`config.mk`:
```
export PLATFORM = sky130hd
export DESIGN_NAME = mem_req_arbiter_flat
export DESIGN_NICKNAME = d
export VERILOG_FILES = /design/src/rtl/mem_req_arbiter_pkg.sv /design/src/rtl/mem_req_arbiter_if.sv /design/src/rtl/mem_req_arbiter_kseg_xlate.sv /design/src/rtl/mem_req_arbiter.sv /design/src/flat_wrapper.sv
export SDC_FILE = /design/constraint.sdc
export NUM_CORES = 1
export LEC_CHECK = 0
export CAP_MARGIN = 15
export CORE_ASPECT_RATIO = 0.6
export CORE_UTILIZATION = 30
export CTS_CLUSTER_DIAMETER = 30
export DETAILED_ROUTE_END_ITERATION = 8
export PLACE_DENSITY = 0.76
export SLEW_MARGIN = 15
export SYNTH_ARGS = -nofsm -noshare
export SYNTH_HDL_FRONTEND = slang
export SYNTH_SLANG_ARGS = --single-unit
```
`constraint.sdc`:
```
create_clock -name clk -period 1.72 [get_ports clk]
set_input_delay 0.344 -clock clk [delete_from_list [all_inputs] [get_ports clk]]
set_output_delay 0.344 -clock clk [all_outputs]
set_load 0.02 [all_outputs]
```
`src/rtl/mem_req_arbiter_pkg.sv`:
```
// Shared types and segment constants for the memory request arbiter.
// Address types, FSM state encoding and MIPS kseg0/kseg1 high-nibble values.
package mem_req_arbiter_pkg;

  typedef logic [31:0] vaddr_t;
  typedef logic [31:0] paddr_t;

  typedef enum logic [1:0] {
    IDLE = 2'd0,
    BUSY = 2'd1,
    RESP = 2'd2
  } arb_state_t;

  // kseg0 is cached, kseg1 is uncached; both map onto the low 512 MB.
  localparam logic [3:0] KSEG0_NIB_LO = 4'h8;
  localparam logic [3:0] KSEG0_NIB_HI = 4'h9;
  localparam logic [3:0] KSEG1_NIB_LO = 4'hA;
  localparam logic [3:0] KSEG1_NIB_HI = 4'hB;

endpackage

```
`src/rtl/mem_req_arbiter_if.sv`:
```
// Requester-side and bus-side signals of the memory request arbiter.
// master = arbiter view, slave = the requesters plus the downstream bus.
interface mem_req_arbiter_if #(
  parameter int NUM_REQ = 2
);
  import mem_req_arbiter_pkg::*;

  logic [NUM_REQ-1:0]       req_valid;
  vaddr_t [NUM_REQ-1:0]     req_vaddr;
  logic [NUM_REQ-1:0]       req_is_write;
  logic [NUM_REQ-1:0][31:0] req_wdata;
  logic [NUM_REQ-1:0][3:0]  req_strobe;
  logic [NUM_REQ-1:0]       req_ready;
  logic [31:0]              resp_data;

  logic                     bus_valid;
  paddr_t                   bus_paddr;
  logic                     bus_is_write;
  logic [31:0]              bus_wdata;
  logic [3:0]               bus_strobe;
  logic                     bus_uncached;
  logic                     bus_ready;
  logic [31:0]              bus_rdata;

  modport master (
    input  req_valid, req_vaddr, req_is_write, req_wdata, req_strobe,
    input  bus_ready, bus_rdata,
    output req_ready, resp_data,
    output bus_valid, bus_paddr, bus_is_write, bus_wdata, bus_strobe, bus_uncached
  );

  modport slave (
    output req_valid, req_vaddr, req_is_write, req_wdata, req_strobe,
    output bus_ready, bus_rdata,
    input  req_ready, resp_data,
    input  bus_valid, bus_paddr, bus_is_write, bus_wdata, bus_strobe, bus_uncached
  );

endinterface

```
`src/rtl/mem_req_arbiter_kseg_xlate.sv`:
```
// Combinational kseg0/kseg1 virtual-to-physical translation.
// Segments 0x8/0xA fold to 0x0, 0x9/0xB fold to 0x1; kseg1 is flagged uncached.
module kseg_xlate
  import mem_req_arbiter_pkg::*;
(
  input  vaddr_t vaddr,
  output paddr_t paddr,
  output logic   uncached
);

  always_comb begin
    paddr = vaddr;
    case (vaddr[31:28])
      KSEG0_NIB_LO, KSEG1_NIB_LO: paddr[31:28] = 4'h0;
      KSEG0_NIB_HI, KSEG1_NIB_HI: paddr[31:28] = 4'h1;
      default:                    paddr[31:28] = vaddr[31:28];
    endcase
    uncached = (vaddr[31:29] == 3'b101);
  end

endmodule

```
`src/rtl/mem_req_arbiter.sv`:
```
// Arbitrates NUM_REQ requesters onto one memory bus, one transaction at a time.
// Define ARB_ROUND_ROBIN_EN for round-robin arbitration; otherwise lowest index wins.
module mem_req_arbiter
  import mem_req_arbiter_pkg::*;
#(
  parameter int NUM_REQ = 2
) (
  input  logic              clk,
  input  logic              reset,
  mem_req_arbiter_if.master bus
);

  localparam int IDX_W = (NUM_REQ > 1) ? $clog2(NUM_REQ) : 1;
  typedef logic [IDX_W-1:0] idx_t;

  arb_state_t         state_reg, state_next;
  idx_t               winner_reg;
  paddr_t             paddr_reg;
  logic               is_write_reg;
  logic [31:0]        wdata_reg;
  logic [3:0]         strobe_reg;
  logic               uncached_reg;
  logic               bus_valid_reg;
  logic [NUM_REQ-1:0] req_ready_reg;
  logic [31:0]        resp_data_reg;

  idx_t               cand_idx [NUM_REQ];
  logic [NUM_REQ-1:0] winner_onehot;
  logic               grant_any;
  idx_t               grant_idx;
  vaddr_t             sel_vaddr;
  paddr_t             sel_paddr;
  logic               sel_uncached;

  genvar gi;

`ifdef ARB_ROUND_ROBIN_EN
  idx_t rr_ptr_reg;

  // Candidate order starts just after the last winner.
  for (gi = 0; gi < NUM_REQ; gi++) begin : g_cand
    assign cand_idx[gi] = idx_t'((32'(rr_ptr_reg) + 32'(gi) + 32'd1) % 32'(NUM_REQ));
  end

  always_ff @(posedge clk) begin
    if (reset) begin
      rr_ptr_reg <= idx_t'(NUM_REQ - 1);
    end else if (state_reg == IDLE && grant_any) begin
      rr_ptr_reg <= grant_idx;
    end
  end
`else
  for (gi = 0; gi < NUM_REQ; gi++) begin : g_cand
    assign cand_idx[gi] = idx_t'(gi);
  end
`endif

  // Walk candidates from last to first so the earliest valid one wins.
  always_comb begin
    grant_any = 1'b0;
    grant_idx = '0;
    for (int i = NUM_REQ - 1; i >= 0; i--) begin
      if (bus.req_valid[cand_idx[i]]) begin
        grant_any = 1'b1;
        grant_idx = cand_idx[i];
      end
    end
  end

  assign sel_vaddr = bus.req_vaddr[grant_idx];

  kseg_xlate u_xlate (
    .vaddr    (sel_vaddr),
    .paddr    (sel_paddr),
    .uncached (sel_uncached)
  );

  for (gi = 0; gi < NUM_REQ; gi++) begin : g_onehot
    assign winner_onehot[gi] = (winner_reg == idx_t'(gi));
  end

  always_ff @(posedge clk) begin
    if (reset) begin
      state_reg <= IDLE;
    end else begin
      state_reg <= state_next;
    end
  end

  always_comb begin
    state_next = state_reg;
    case (state_reg)
      IDLE:    if (grant_any) state_next = BUSY;
      BUSY:    if (bus.bus_ready) state_next = RESP;
      RESP:    state_next = IDLE;
      default: state_next = IDLE;
    endcase
  end

  // Payload is frozen at grant; requester-side changes afterwards are ignored.
  always_ff @(posedge clk) begin
    if (reset) begin
      winner_reg    <= '0;
      paddr_reg     <= '0;
      is_write_reg  <= 1'b0;
      wdata_reg     <= '0;
      strobe_reg    <= '0;
      uncached_reg  <= 1'b0;
      bus_valid_reg <= 1'b0;
      req_ready_reg <= '0;
      resp_data_reg <= '0;
    end else begin
      req_ready_reg <= '0;
      case (state_reg)
        IDLE: begin
          if (grant_any) begin
            winner_reg    <= grant_idx;
            paddr_reg     <= sel_paddr;
            is_write_reg  <= bus.req_is_write[grant_idx];
            wdata_reg     <= bus.req_wdata[grant_idx];
            strobe_reg    <= bus.req_strobe[grant_idx];
            uncached_reg  <= sel_uncached;
            bus_valid_reg <= 1'b1;
          end
        end
        BUSY: begin
          if (bus.bus_ready) begin
            bus_valid_reg <= 1'b0;
            resp_data_reg <= bus.bus_rdata;
            req_ready_reg <= winner_onehot;
          end
        end
        default: ;
      endcase
    end
  end

  assign bus.bus_valid    = bus_valid_reg;
  assign bus.bus_paddr    = paddr_reg;
  assign bus.bus_is_write = is_write_reg;
  assign bus.bus_wdata    = wdata_reg;
  assign bus.bus_strobe   = strobe_reg;
  assign bus.bus_uncached = uncached_reg;
  assign bus.req_ready    = req_ready_reg;
  assign bus.resp_data    = resp_data_reg;

endmodule

```
`src/flat_wrapper.sv`:
```
// flat-port wrapper written by rule: the top's interface ports become plain ports
module mem_req_arbiter_flat import mem_req_arbiter_pkg::*;
#(
  parameter int NUM_REQ = 2
)
  (clk, reset, bus_req_valid, bus_req_vaddr, bus_req_is_write, bus_req_wdata, bus_req_strobe, bus_bus_ready, bus_bus_rdata, bus_req_ready, bus_resp_data, bus_bus_valid, bus_bus_paddr, bus_bus_is_write, bus_bus_wdata, bus_bus_strobe, bus_bus_uncached);
  mem_req_arbiter_if #(.NUM_REQ(NUM_REQ)) bus_i ();
  input  logic clk;
  input  logic reset;
  input wire logic [$bits(bus_i.req_valid)-1:0] bus_req_valid;
  input wire logic [$bits(bus_i.req_vaddr)-1:0] bus_req_vaddr;
  input wire logic [$bits(bus_i.req_is_write)-1:0] bus_req_is_write;
  input wire logic [$bits(bus_i.req_wdata)-1:0] bus_req_wdata;
  input wire logic [$bits(bus_i.req_strobe)-1:0] bus_req_strobe;
  input wire logic [$bits(bus_i.bus_ready)-1:0] bus_bus_ready;
  input wire logic [$bits(bus_i.bus_rdata)-1:0] bus_bus_rdata;
  output wire logic [$bits(bus_i.req_ready)-1:0] bus_req_ready;
  output wire logic [$bits(bus_i.resp_data)-1:0] bus_resp_data;
  output wire logic [$bits(bus_i.bus_valid)-1:0] bus_bus_valid;
  output wire logic [$bits(bus_i.bus_paddr)-1:0] bus_bus_paddr;
  output wire logic [$bits(bus_i.bus_is_write)-1:0] bus_bus_is_write;
  output wire logic [$bits(bus_i.bus_wdata)-1:0] bus_bus_wdata;
  output wire logic [$bits(bus_i.bus_strobe)-1:0] bus_bus_strobe;
  output wire logic [$bits(bus_i.bus_uncached)-1:0] bus_bus_uncached;
  assign bus_i.req_valid = bus_req_valid;
  assign bus_i.req_vaddr = bus_req_vaddr;
  assign bus_i.req_is_write = bus_req_is_write;
  assign bus_i.req_wdata = bus_req_wdata;
  assign bus_i.req_strobe = bus_req_strobe;
  assign bus_i.bus_ready = bus_bus_ready;
  assign bus_i.bus_rdata = bus_bus_rdata;
  assign bus_req_ready = bus_i.req_ready;
  assign bus_resp_data = bus_i.resp_data;
  assign bus_bus_valid = bus_i.bus_valid;
  assign bus_bus_paddr = bus_i.bus_paddr;
  assign bus_bus_is_write = bus_i.bus_is_write;
  assign bus_bus_wdata = bus_i.bus_wdata;
  assign bus_bus_strobe = bus_i.bus_strobe;
  assign bus_bus_uncached = bus_i.bus_uncached;
  mem_req_arbiter #(.NUM_REQ(NUM_REQ)) u_core (.clk(clk), .reset(reset), .bus(bus_i));
endmodule
```
# Word-level counts from Yosys, hierarchy flattened
# Index checks and enable logic that the tools add are counted.
[totals] regBits=108 output_inout_bits=105 input_bits=175 wordCells=49
[op_classes] eq_ne=8 n_reduce_logical=9 n_bitwise=3 mux=18 magnitude_cmp=1
[ops] op="32-bit 2-to-1 mux" n=4
[ops] op="4-bit == test, second input constant" n=4
[ops] op="4-bit 2-to-1 mux" n=2
[ops] op="4-bit one-hot mux with 2 select lines" n=1
[ops] op="1-bit 2-to-1 mux" n=7
[ops] op="2-bit AND reduction" n=3
[ops] op="2-bit 2-to-1 mux" n=2
[ops] op="2-bit one-hot mux with 2 select lines" n=1
[ops] op="2-bit OR reduction" n=2
[ops] op="3-bit == test, second input constant" n=1
[ops] op="1-bit inverter" n=3
[ops] op="3-bit AND reduction" n=1
[ops] op="3-bit OR reduction" n=1
[ops] op="2-bit by 1-bit == test with 1-bit output, second input constant" n=1
[ops] op="2-bit zero test" n=1
[ops] op="1-bit by 2-bit less-than comparator with 1-bit output, second input constant" n=1
[ops] op="2-bit by 1-bit != test with 1-bit output, second input constant" n=1
[ops] op="2-bit != test, second input constant" n=1
[ops] op="1-bit one-hot mux with 2 select lines" n=1
[ops] op="2-bit nonzero test" n=1

# Logic depth before layout (Yosys ltp)
# Gate-level depths: netlist of the first run.
[logic_depth] ltp_word=7 depth_mapped=6 mapped_depth_nobuf=3

# By module
# A second synthesis of the first run with hierarchy kept.
[unflattened] hier_cells=592 area_unflattened_um2=4694.5
[modules_own_cells] module="mem_req_arbiter" area_per_inst_um2=4453.0 seq_area_each_um2=2162.1 cells_each=558 instances=1
[modules_own_cells] module="kseg_xlate" area_per_inst_um2=241.5 seq_area_each_um2=0.0 cells_each=34 instances=1

# Worst setup path before layout of the first run
# Ideal clock, no wire load.
[synth_path] kind="input to register" start="input bus_req_valid[0]" end="register u_core.paddr_reg[31] (netlist: u_core.bus.bus_paddr[31])" t_required_ps=1628 arrival_time_ps=1291 n_path_buf=3 setup_ps=92 setup_slack_ps=338 cell_stages=6 cell_sequence="or2_1 buf_2 and2_4 buf_6 buf_6 a311oi_4"
[synth_between] elab_chain_cells=6 word_cells_on_any_way=12 classes_between="4 x eq/ne; 5 x mux; 3 x reduce/logical"
[synth_lines] item="start, declared" line="flat_wrapper.sv:10" rtl="input wire logic [$bits(bus_i.req_valid)-1:0] bus_req_valid;"
[synth_lines] item="1-bit 2-to-1 mux" line="mem_req_arbiter.sv:63" rtl="if (bus.req_valid[cand_idx[i]]) begin"
[synth_lines] item="32-bit 2-to-1 mux (not written as such) (2 in series)" line="mem_req_arbiter.sv:70" rtl="assign sel_vaddr = bus.req_vaddr[grant_idx];"
[synth_lines] item="4-bit == test" line="mem_req_arbiter_kseg_xlate.sv:13" rtl="case (vaddr[31:28])"
[synth_lines] item="2-bit OR reduction" line="mem_req_arbiter_kseg_xlate.sv:13"
[synth_lines] item="4-bit one-hot mux with 2 select lines" line="mem_req_arbiter_kseg_xlate.sv:13"
[synth_lines] item="end signal, assigned" line="mem_req_arbiter.sv:118" rtl="paddr_reg <= sel_paddr;"
[synth_lines] item="end, declared" line="mem_req_arbiter.sv:18" rtl="paddr_t paddr_reg;"
# Parallel ways exist; a longest one is shown, timed or not. The select of a mux whose other input is x is not followed.
# A chain may end at the register's enable or synchronous reset.

# Final worst setup path of the first run
[layout_path] start="register u_core.wdata_reg[22] (netlist: u_core.bus.bus_wdata[22])" end="output bus_bus_wdata[22]"
[layout_lines] item="start, declared" line="mem_req_arbiter.sv:20" rtl="logic [31:0] wdata_reg;"
[layout_lines] item="start signal, assigned" line="mem_req_arbiter.sv:120" rtl="wdata_reg <= bus.req_wdata[grant_idx];"
[layout_lines] item="end, declared" line="flat_wrapper.sv:22" rtl="output wire logic [$bits(bus_i.bus_wdata)-1:0] bus_bus_wdata;"
# No word-level cell between the ends.

==> reports/qor.yml, run 1 <==
clock_network:
  clkSlewWorstSetupHoldPaths_ns: 0.08
  clock_path_buffers: 2
  cts_resized: 1
  tritoncts: "yes"
  cts.sinks: 108
  cts_setup_buffers: 0
  htree_levels: 3
  postCtsHoldBufs: 0
  cts_made_buffers: 9
  root_buffer: "clkbuf_16"
  insertion_delay_ns: 0.34
yosys:
  yosysMostFrequentCell: "dfxtp_1"
  synth_top_area_cell: "dfxtp_1"
  synth.area.top_cells: "dfxtp_1 44%, a211oi_2 17%, mux2i_1 14%"
  synth_top_area_share_pct: 44.0
  synth_top_family_by_area: "compound AO/OA/AOI/OAI gates"
  ys_warn_count: 0
  synth_compound_area_share_pct: 29.4
  yosysUniqueCellTypes: 31
  postSynthRegisterBits: 108
  syn_nets: 661
  synthTopCellsByCount: "108 x dfxtp_1, 103 x a21oi_1, 67 x a211oi_2, 67 x mux2i_1, 66 x nand2_1"
  syn_inst: 486
  syn_avg_cell_area_um2: 10.1
  netlist_area_um2: 4920
  synthAdderAreaFrac_pct: 0
  synthXorXnorAreaFrac_pct: 0
  synth_edf_count: 0
  synthMuxAreaShare_pct: 13.6
  ys_seq_area_share_pct: 44.0
  synth_ff_type: "dfxtp_1"
  synthSimpleGateAreaFrac_pct: 7.33
  postSynth.asyncResetShare_pct: 0
min_path:
  hold-path-endpoint: "u_core.bus.bus_wdata[5]"
  hold_depth: 2
  hold_path_class: "input pin to flip-flop"
  hold_start: "reset"
placement:
  dp_cells: 939
  routabilityCongestion: 0.773
  hpwl_mm: 12.0
  portBuffers: 279
  pre_cts_ws_ns: -0.199
worst_setup_path:
  worst-path-buf-inv: 1
  r2r-end: "u_core.bus.bus_wdata[25]"
  critical_path.slowest_cell: "clkdlybuf4s50_1"
  cp_data_required_time_ns: 1.38
  critical-path-top-delay-family: "buffers and inverters"
  crit_path_start_kind: "flip-flop"
  crit_chain: "clkdlybuf4s50_1"
  cp_slowest_stage_delay_ns: 0.62
  regToRegSetupSlack_ns: 0.38
  arrival_ns: 1.33
  r2r_start: "u_core.state_reg[1]"
  worst-r2r-cell-count: 4
  crit_type: "flip-flop to primary output"
  end_kind: "primary output"
  cp_max_fo: 2
cells_and_area:
  n_antenna_cell: 0
  postLayoutCoreUtil_pct: 53.1
  nets: 922
  nFillCells: 1449
  multi_input_area_um2: 2490
  drive_above_1_share_pct: 14.6
  instances_no_fill: 955
  area_delta_synth_final_pct: 69.5
  register_area_um2: 2160
routing:
  viasPerCell: 4.83
  first_pass_iters: 4
  drc_errors: 0
  wirelength_mm: 16.3
  post_drt_wl_per_cell_um: 17.0
  vias: 4617
  ant_nets: 0
  first_iter_violations: 267
global_route:
  met1_usage_pct: 24.6
  grt_use_total_pct: 18.8
  grt_overflow: 0
  antenna_found_initial: 0
  grtUsageMet2_pct: 30.4
  grt_most_used_layer: "met2"
  grt_pass1_vias: 4659
  met3_usage_pct: 5.90
  grt_max_degree: 55
  grt_pass1_wl_mm: 25.0
sta:
  max_freq_mhz: 597
  hold_viol: 0
  maxSlewHeadroom_pct: 74.9
  final_max_slew_viol_count: 0
  fin_crit_ns: 1.68
  fin_hold_ws_ns: 0.386
  fin_setup_tns_ns: 0
  fin_ws_ns: 0.0441
  setup_violations: 0
  period_share_pct: 97.4
  tightest_slew_ns: 0.371
  rsz0062_at_grt: "false"
  finClkSkew_ns: 0.00809
floorplan:
  start_util_pct: 31.4
  die-area_um2: 16900
  ios: 280
  dieHeight_um: 101
  core-area_um2: 15700
  die_w_um: 167
  fp-row-count: 35
run_status:
  status: "complete, no violations"
power:
  leakage_nw: 3.42
  peakVddDrop_uv: 360
  p_per_area_nw_per_um2: 846
job:
  drv_cap: 0
## cell families after synthesis
group,after synthesis
mux,67
flops,108
compound gates,177
simple gates,82
buf+inv,52
## area by class of cell
| type | count | share of cell area [%] |
|---|---|---|
| sequential | 108 | 26.0 |
| clock inverter | 6 | 0.661 |
| timing repair buffer | 300 | 37.6 |
| multi-input combinational | 326 | 29.9 |
| tap | 203 | 3.05 |
| inverter | 2 | 0.0901 |
| clock buffer | 10 | 2.75 |
## worst max path at each step
stage	from	to	slack (ns)	cells past startpoint
2_1_floorplan	bus_req_valid[0]	u_core.bus.bus_paddr[31]	0.34	6
3_3_place_gp	bus_req_valid[0]	u_core.bus.bus_strobe[1]	-0.13	5
3_5_place_dp	bus_req_valid[0]	u_core.bus.bus_strobe[1]	-0.20	5
4_1_cts	u_core.bus.bus_paddr[29]	bus_bus_paddr[29]	0.004	1
5_1_grt	u_core.bus.bus_wdata[22]	bus_bus_wdata[22]	0.002	1
6_report	u_core.bus.bus_wdata[22]	bus_bus_wdata[22]	0.04	1
## power by group
part	internal [mW]	switching, mW
clock network	1.01	1.00
logic	1.12	1.04
registers	2.73	0.130
## per-stage QoR
| stage | power (mW) | cell area [um2] |
|---|---|---|
| 6_report | 7.04 | 8330 |
| 5_1_grt | 7.40 | 8330 |
| 4_1_cts | 7.14 | 8290 |
| 3_5_place_dp | 5.10 | 8010 |
| 3_3_place_gp | 5.07 | 8010 |
| 2_1_floorplan | 4.00 | 4920 |
## metal layers
metal	up-vias	wire [um]	part of all wire [%]
met2	182	7360	45
met5	-	0	0
met1	2147	7380	45
li1	2279	-	-
met4	0	105	0.65
met3	9	1430	8.8
## placed cells by master, fill, tap and decap left out
master / n
clkinv_4: 1
a211oi_2: 67
nand2b_1: 1
nand2_1: 66
and2_4: 1
clkdlybuf4s50_1: 262
a311oi_4: 1
nand3b_1: 1
nand3_1: 1
inv_6: 1
and2_1: 2
dlygate4sd2_1: 1
a21oi_1: 103
a31oi_1: 1
inv_1: 2
and3b_1: 2
nand4b_1: 1
buf_12: 12
nand2b_4: 1
a311o_1: 1
mux2i_1: 67
buf_4: 10
a211oi_1: 1
o21ai_0: 1
nor3_1: 1
nor2_1: 1
dlymetal6s2s_1: 15
or3b_1: 1
inv_8: 2
dfxtp_1: 108
nor2_4: 1
o32ai_4: 1
or2_2: 1
nor4bb_1: 1
clkbuf_1: 1
clkinvlp_4: 2
o32ai_1: 1
clkbuf_16: 9
Power figures use the tool's default switching activity.
==> run 2: changes to the inputs <==
==> constraint.sdc (replaced) <==
create_clock -name clk -period 2.1 [get_ports clk]
set_input_delay 0.42 -clock clk [delete_from_list [all_inputs] [get_ports clk]]
set_output_delay 0.42 -clock clk [all_outputs]
set_load 0.02 [all_outputs]
==> run 2 against run 1 <==
Total power down 16%. Largest cell class unchanged. First-iteration DRC count down 25%. Clock power down 11%. Critical endpoint is now bus_bus_wdata[28]. Register-to-register slack better by 0.46 ns. Non-clock buffer count down 3. Worst setup slack better by 0.27 ns. Critical path type unchanged. Worst hold slack better by 0.061 ns. Cell area down 0.57%.
==> reports/qor.yml, run 2 (synthesized netlist as in run 1, its figures left out) <==
sta:
  final_max_slew_viol_count: 0
  hold_viol: 0
  max_freq_mhz: 561
  fin_crit_ns: 1.78
  period_share_pct: 84.8
  fin_ws_ns: 0.319
  rsz0062_at_grt: "false"
  fin_setup_tns_ns: 0
  setup_violations: 0
  maxSlewHeadroom_pct: 76.8
  tightest_slew_ns: 0.343
  finClkSkew_ns: 0.0120
routing:
  wl_met1_mm: 7.26
  first_pass_iters: 4
  drc_errors: 0
  wirelength_mm: 15.9
  ant_nets: 0
  first_iter_violations: 199
  viasPerCell: 4.83
  top_layer: "met4"
  vias: 4604
  route.met2.wl_mm: 7.21
  wl_met3_mm: 1.31
  post_drt_wl_per_cell_um: 16.7
clock_network:
  clkSlewWorstSetupHoldPaths_ns: 0.08
  cts.sinks: 108
  insertion_delay_ns: 0.35
  htree_levels: 3
  cts_resized: 0
  clock_path_buffers: 2
  cts_setup_buffers: 0
  tritoncts: "yes"
  cts_made_buffers: 9
  postCtsHoldBufs: 0
  root_buffer: "clkbuf_16"
worst_setup_path:
  critical_path.slowest_cell: "clkdlybuf4s50_1"
  crit_type: "flip-flop to primary output"
  r2r-end: "u_core.bus.bus_paddr[31]"
  crit_path_start_kind: "flip-flop"
  end_kind: "primary output"
  worst-path-buf-inv: 1
  worst-r2r-cell-count: 4
  r2r_start: "u_core.state_reg[1]"
  cp_data_required_time_ns: 1.68
  cp_slowest_stage_delay_ns: 0.65
  regToRegSetupSlack_ns: 0.84
  arrival_ns: 1.36
  critical-path-top-delay-family: "buffers and inverters"
  cp_max_fo: 2
  crit_chain: "clkdlybuf4s50_1"
min_path:
  hold_depth: 2
  hold-path-endpoint: "u_core.bus.resp_data[22]"
  hold_start: "reset"
  hold_path_class: "input pin to flip-flop"
power:
  p_per_area_nw_per_um2: 711
  leakage_nw: 3.20
  peakVddDrop_uv: 352
cells_and_area:
  nFillCells: 1445
  area_delta_synth_final_pct: 68.5
  final_cell_mix: "278 x clkdlybuf4s50_1, 108 x dfxtp_1, 103 x a21oi_1"
  register_area_um2: 2160
  drive_above_1_share_pct: 14.4
  multi_input_area_um2: 2490
  mostFrequentLayoutCell: "clkdlybuf4s50_1"
  nets: 919
floorplan:
  die_w_um: 167
  die-area_um2: 16900
  ios: 280
  fp-row-count: 35
  start_util_pct: 31.4
  core-area_um2: 15700
  dieHeight_um: 101
run_status:
  status: "complete, no violations"
global_route:
  grt_max_degree: 59
  grt_overflow: 0
  antenna_found_initial: 1
  grt_use_total_pct: 18.5
  grt_pass1_vias: 4664
  grt_pass1_wl_mm: 24.7
placement:
  routabilityCongestion: 0.808
  hpwl_mm: 11.7
  pre_cts_ws_ns: 0.0687
  portBuffers: 279
job:
  drv_cap: 0
run 2: power by group:
group,leakage (nW),internal [mW],switching (mW)
clock network,0.155,0.958,0.830
registers,0.891,2.24,0.107
logic,2.15,0.914,0.846
run 2: worst max path at each step:
stage                             start                  endpoint  slack [ns]  cells past startpoint
3_5_place_dp           bus_req_valid[1]   u_core.bus.bus_wdata[9]        0.07                      5
4_1_cts        u_core.bus.bus_wdata[28]         bus_bus_wdata[28]        0.30                      1
2_1_floorplan          bus_req_valid[0]  u_core.bus.bus_paddr[31]        0.64                      6
6_report       u_core.bus.bus_wdata[28]         bus_bus_wdata[28]        0.32                      1
3_3_place_gp           bus_req_valid[1]  u_core.bus.bus_paddr[31]         0.1                      5
5_1_grt        u_core.bus.bus_strobe[0]         bus_bus_strobe[0]        0.25                      1
run 2: layout make-up:
cell class	instances	area share [%]
Sequential cell	108	26.1
Tap cell	203	3.07
Timing Repair Buffer	297	36.8
Multi-Input combinational cell	326	30.0
Antenna cell	1	0.0302
Clock buffer	9	2.72
Clock inverter	7	1.12
Inverter	2	0.0906
run 2: stage by stage:
stage | instance area [um2] | hold WS [ns] | instances | utilization [%] | power (mW)
after detailed placement | 7960 | 0.447 | 936 | 50.8 | 4.16
after global routing | 8280 | 0.443 | 953 | 52.8 | 6.19
after floorplan | 4920 | 0.417 | 486 | - | 3.28
after CTS | 8280 | 0.436 | 952 | 52.8 | 5.97
final | 8280 | 0.447 | 953 | 52.8 | 5.89
after global placement | 7960 | 0.441 | 936 | 50.8 | 4.14
run 2: metal layers:
layer,up-vias,GRT usage [%]
li1,2273,-
met1,2153,23.5
met2,170,30.4
met3,8,6.06
met4,0,4.80
met5,-,0
==> run 3: changes to the inputs <==
--- a/config.mk
+++ b/config.mk
@@ -10,7 +10,7 @@
 export CORE_UTILIZATION = 30
 export CTS_CLUSTER_DIAMETER = 30
 export DETAILED_ROUTE_END_ITERATION = 8
-export PLACE_DENSITY = 0.76
+export PLACE_DENSITY = 0.78
 export SLEW_MARGIN = 15
 export SYNTH_ARGS = -nofsm -noshare
 export SYNTH_HDL_FRONTEND = slang
==> constraint.sdc (replaced) <==
create_clock -name clk -period 1.6 [get_ports clk]
set_input_delay 0.32 -clock clk [delete_from_list [all_inputs] [get_ports clk]]
set_output_delay 0.32 -clock clk [all_outputs]
set_load 0.02 [all_outputs]
==> run 3 against run 2 <==
Worst setup slack worse by 0.23 ns. Wire length fell by 1.4%. Cell area fell by 1.3%. Combinational power increased by 23%. Critical path type is now input pin to flip-flop. Largest cell class unchanged.
==> reports/qor.yml, run 3 (synthesized netlist as in run 1, its figures left out) <==
run_status:
  status: "complete, no violations"
clock_network:
  cts.sinks: 108
  clkSlewWorstSetupHoldPaths_ns: 0.07
  htree_levels: 3
  cts_made_buffers: 9
  tritoncts: "yes"
  insertion_delay_ns: 0.34
  root_buffer: "clkbuf_16"
  clock_path_buffers: 2
floorplan:
  die-area_um2: 16900
  fp-row-count: 35
  core-area_um2: 15700
  die_w_um: 167
  dieHeight_um: 101
  start_util_pct: 31.4
  ios: 280
cells_and_area:
  mostFrequentLayoutCell: "clkdlybuf4s50_1"
  area_delta_synth_final_pct: 66.3
  final_cell_mix: "173 x clkdlybuf4s50_1, 108 x dfxtp_1, 104 x dlygate4sd2_1"
  n_antenna_cell: 0
  nets: 926
  drive_above_1_share_pct: 15.3
sta:
  max_freq_mhz: 661
  rsz0062_at_grt: "false"
  final_max_slew_viol_count: 0
  maxSlewHeadroom_pct: 71.5
  fin_crit_ns: 1.51
  setup_violations: 0
  fin_ws_ns: 0.0869
  tightest_slew_ns: 0.427
  period_share_pct: 94.6
  fin_setup_tns_ns: 0
  hold_viol: 0
  finClkSkew_ns: 0.00648
routing:
  wirelength_mm: 15.7
  drc_errors: 0
  first_iter_violations: 285
  first_pass_iters: 4
  viasPerCell: 4.81
  ant_nets: 0
  post_drt_wl_per_cell_um: 16.3
  vias: 4616
worst_setup_path:
  r2r_start: "u_core.state_reg[1]"
  setup.worst_path.start: "bus_req_valid[1]"
  cp_data_required_time_ns: 1.86
  worst-r2r-cell-count: 4
  arrival_ns: 1.77
  cp-endpoint: "u_core.bus.bus_paddr[17]"
  regToRegSetupSlack_ns: 0.32
  r2r-end: "u_core.bus.bus_paddr[6]"
  end_kind: "flip-flop"
  crit_type: "input pin to flip-flop"
  cp_max_fo: 29
  crit_path_start_kind: "input pin"
power:
  p_switching_mw: 2.31
  peakVddDrop_uv: 531
  p_seq_share_pct: 41.2
  p_sw_share_pct: 31.1
  p_int_mw: 5.11
  power_mw: 7.42
  p_clk_share_pct: 29.7
  pwr-share-comb_pct: 29.1
  leakage_nw: 3.60
  p_per_area_nw_per_um2: 908
job:
  drv_cap: 0
min_path:
  hold_path_class: "input pin to flip-flop"
  hold_depth: 2
placement:
  pre_cts_ws_ns: -0.264
  hpwl_mm: 11.7
  routabilityCongestion: 0.734
  portBuffers: 279
global_route:
  grt_use_total_pct: 18.0
  grt_pass1_vias: 4487
  grt_overflow: 0
  grt_max_degree: 41
  antenna_found_initial: 1
  grt_pass1_wl_mm: 24.2
-- run 3: power groups by stage --
stage / Clock [mW] / Sequential [mW] / Combinational, mW
after detailed placement: 0 / 3.13 / 2.33
after global routing: 2.36 / 3.09 / 2.31
after floorplan: 0 / 3.41 / 0.890
final: 2.21 / 3.06 / 2.16
after global placement: 0 / 3.13 / 2.31
after CTS: 2.30 / 3.06 / 2.18
-- run 3: critical path, stage by stage --
cell and delay (ns):
clkdlybuf4s50_1 0.49, or2_2 0.36, and2_4 0.21, buf_12 0.18, a211oi_2 0.19
-- run 3: cell type report --
type                            instances  area (um2)
Clock buffer                           10         239
Multi-Input combinational cell        326        2490
Sequential cell                       108        2160
Timing Repair Buffer                  304        2960
Clock inverter                          6        55.1
Tap cell                              203         254
Fill cell                            1507        7500
Inverter                                2        7.51
-- run 3: metal layers --
metal	GRT usage, %	wire, um	up-vias	part of all wire, %
li1	-	-	2286	-
met4	2.75	70	0	0.45
met1	23.1	7040	2140	45
met2	29.5	7120	184	45
met3	6.64	1430	6	9.1
met5	0	0	-	0
-- run 3: per-stage QoR --
step                util, %  hold WS (ns)  area, um2  cells
finish                 52.1         0.275       8180    959
global route           52.1         0.282       8180    959
CTS                    52.1         0.266       8170    959
detailed placement     51.0         0.446       8000    943
global placement       51.0         0.441       8000    943
floorplan                 -         0.417       4920    486
-- run 3: how the worst min path moves through the flow --
stage / slack (ns) / from / endpoint
after floorplan: 0.42 / bus_req_valid[0] / u_core.winner_reg
after detailed placement: 0.45 / u_core.bus.resp_data[23] / u_core.bus.resp_data[23]
after global placement: 0.44 / u_core.bus.resp_data[1] / u_core.bus.resp_data[1]
after global routing: 0.28 / reset / u_core.winner_reg
after CTS: 0.27 / reset / u_core.winner_reg
final: 0.27 / reset / u_core.winner_reg
-- run 3: what timing repair did --
action,CTS,global route
endpoints found under the setup margin,104,3
gates resized for setup,104,2
buffers inserted,0,0
hold buffers,0,0
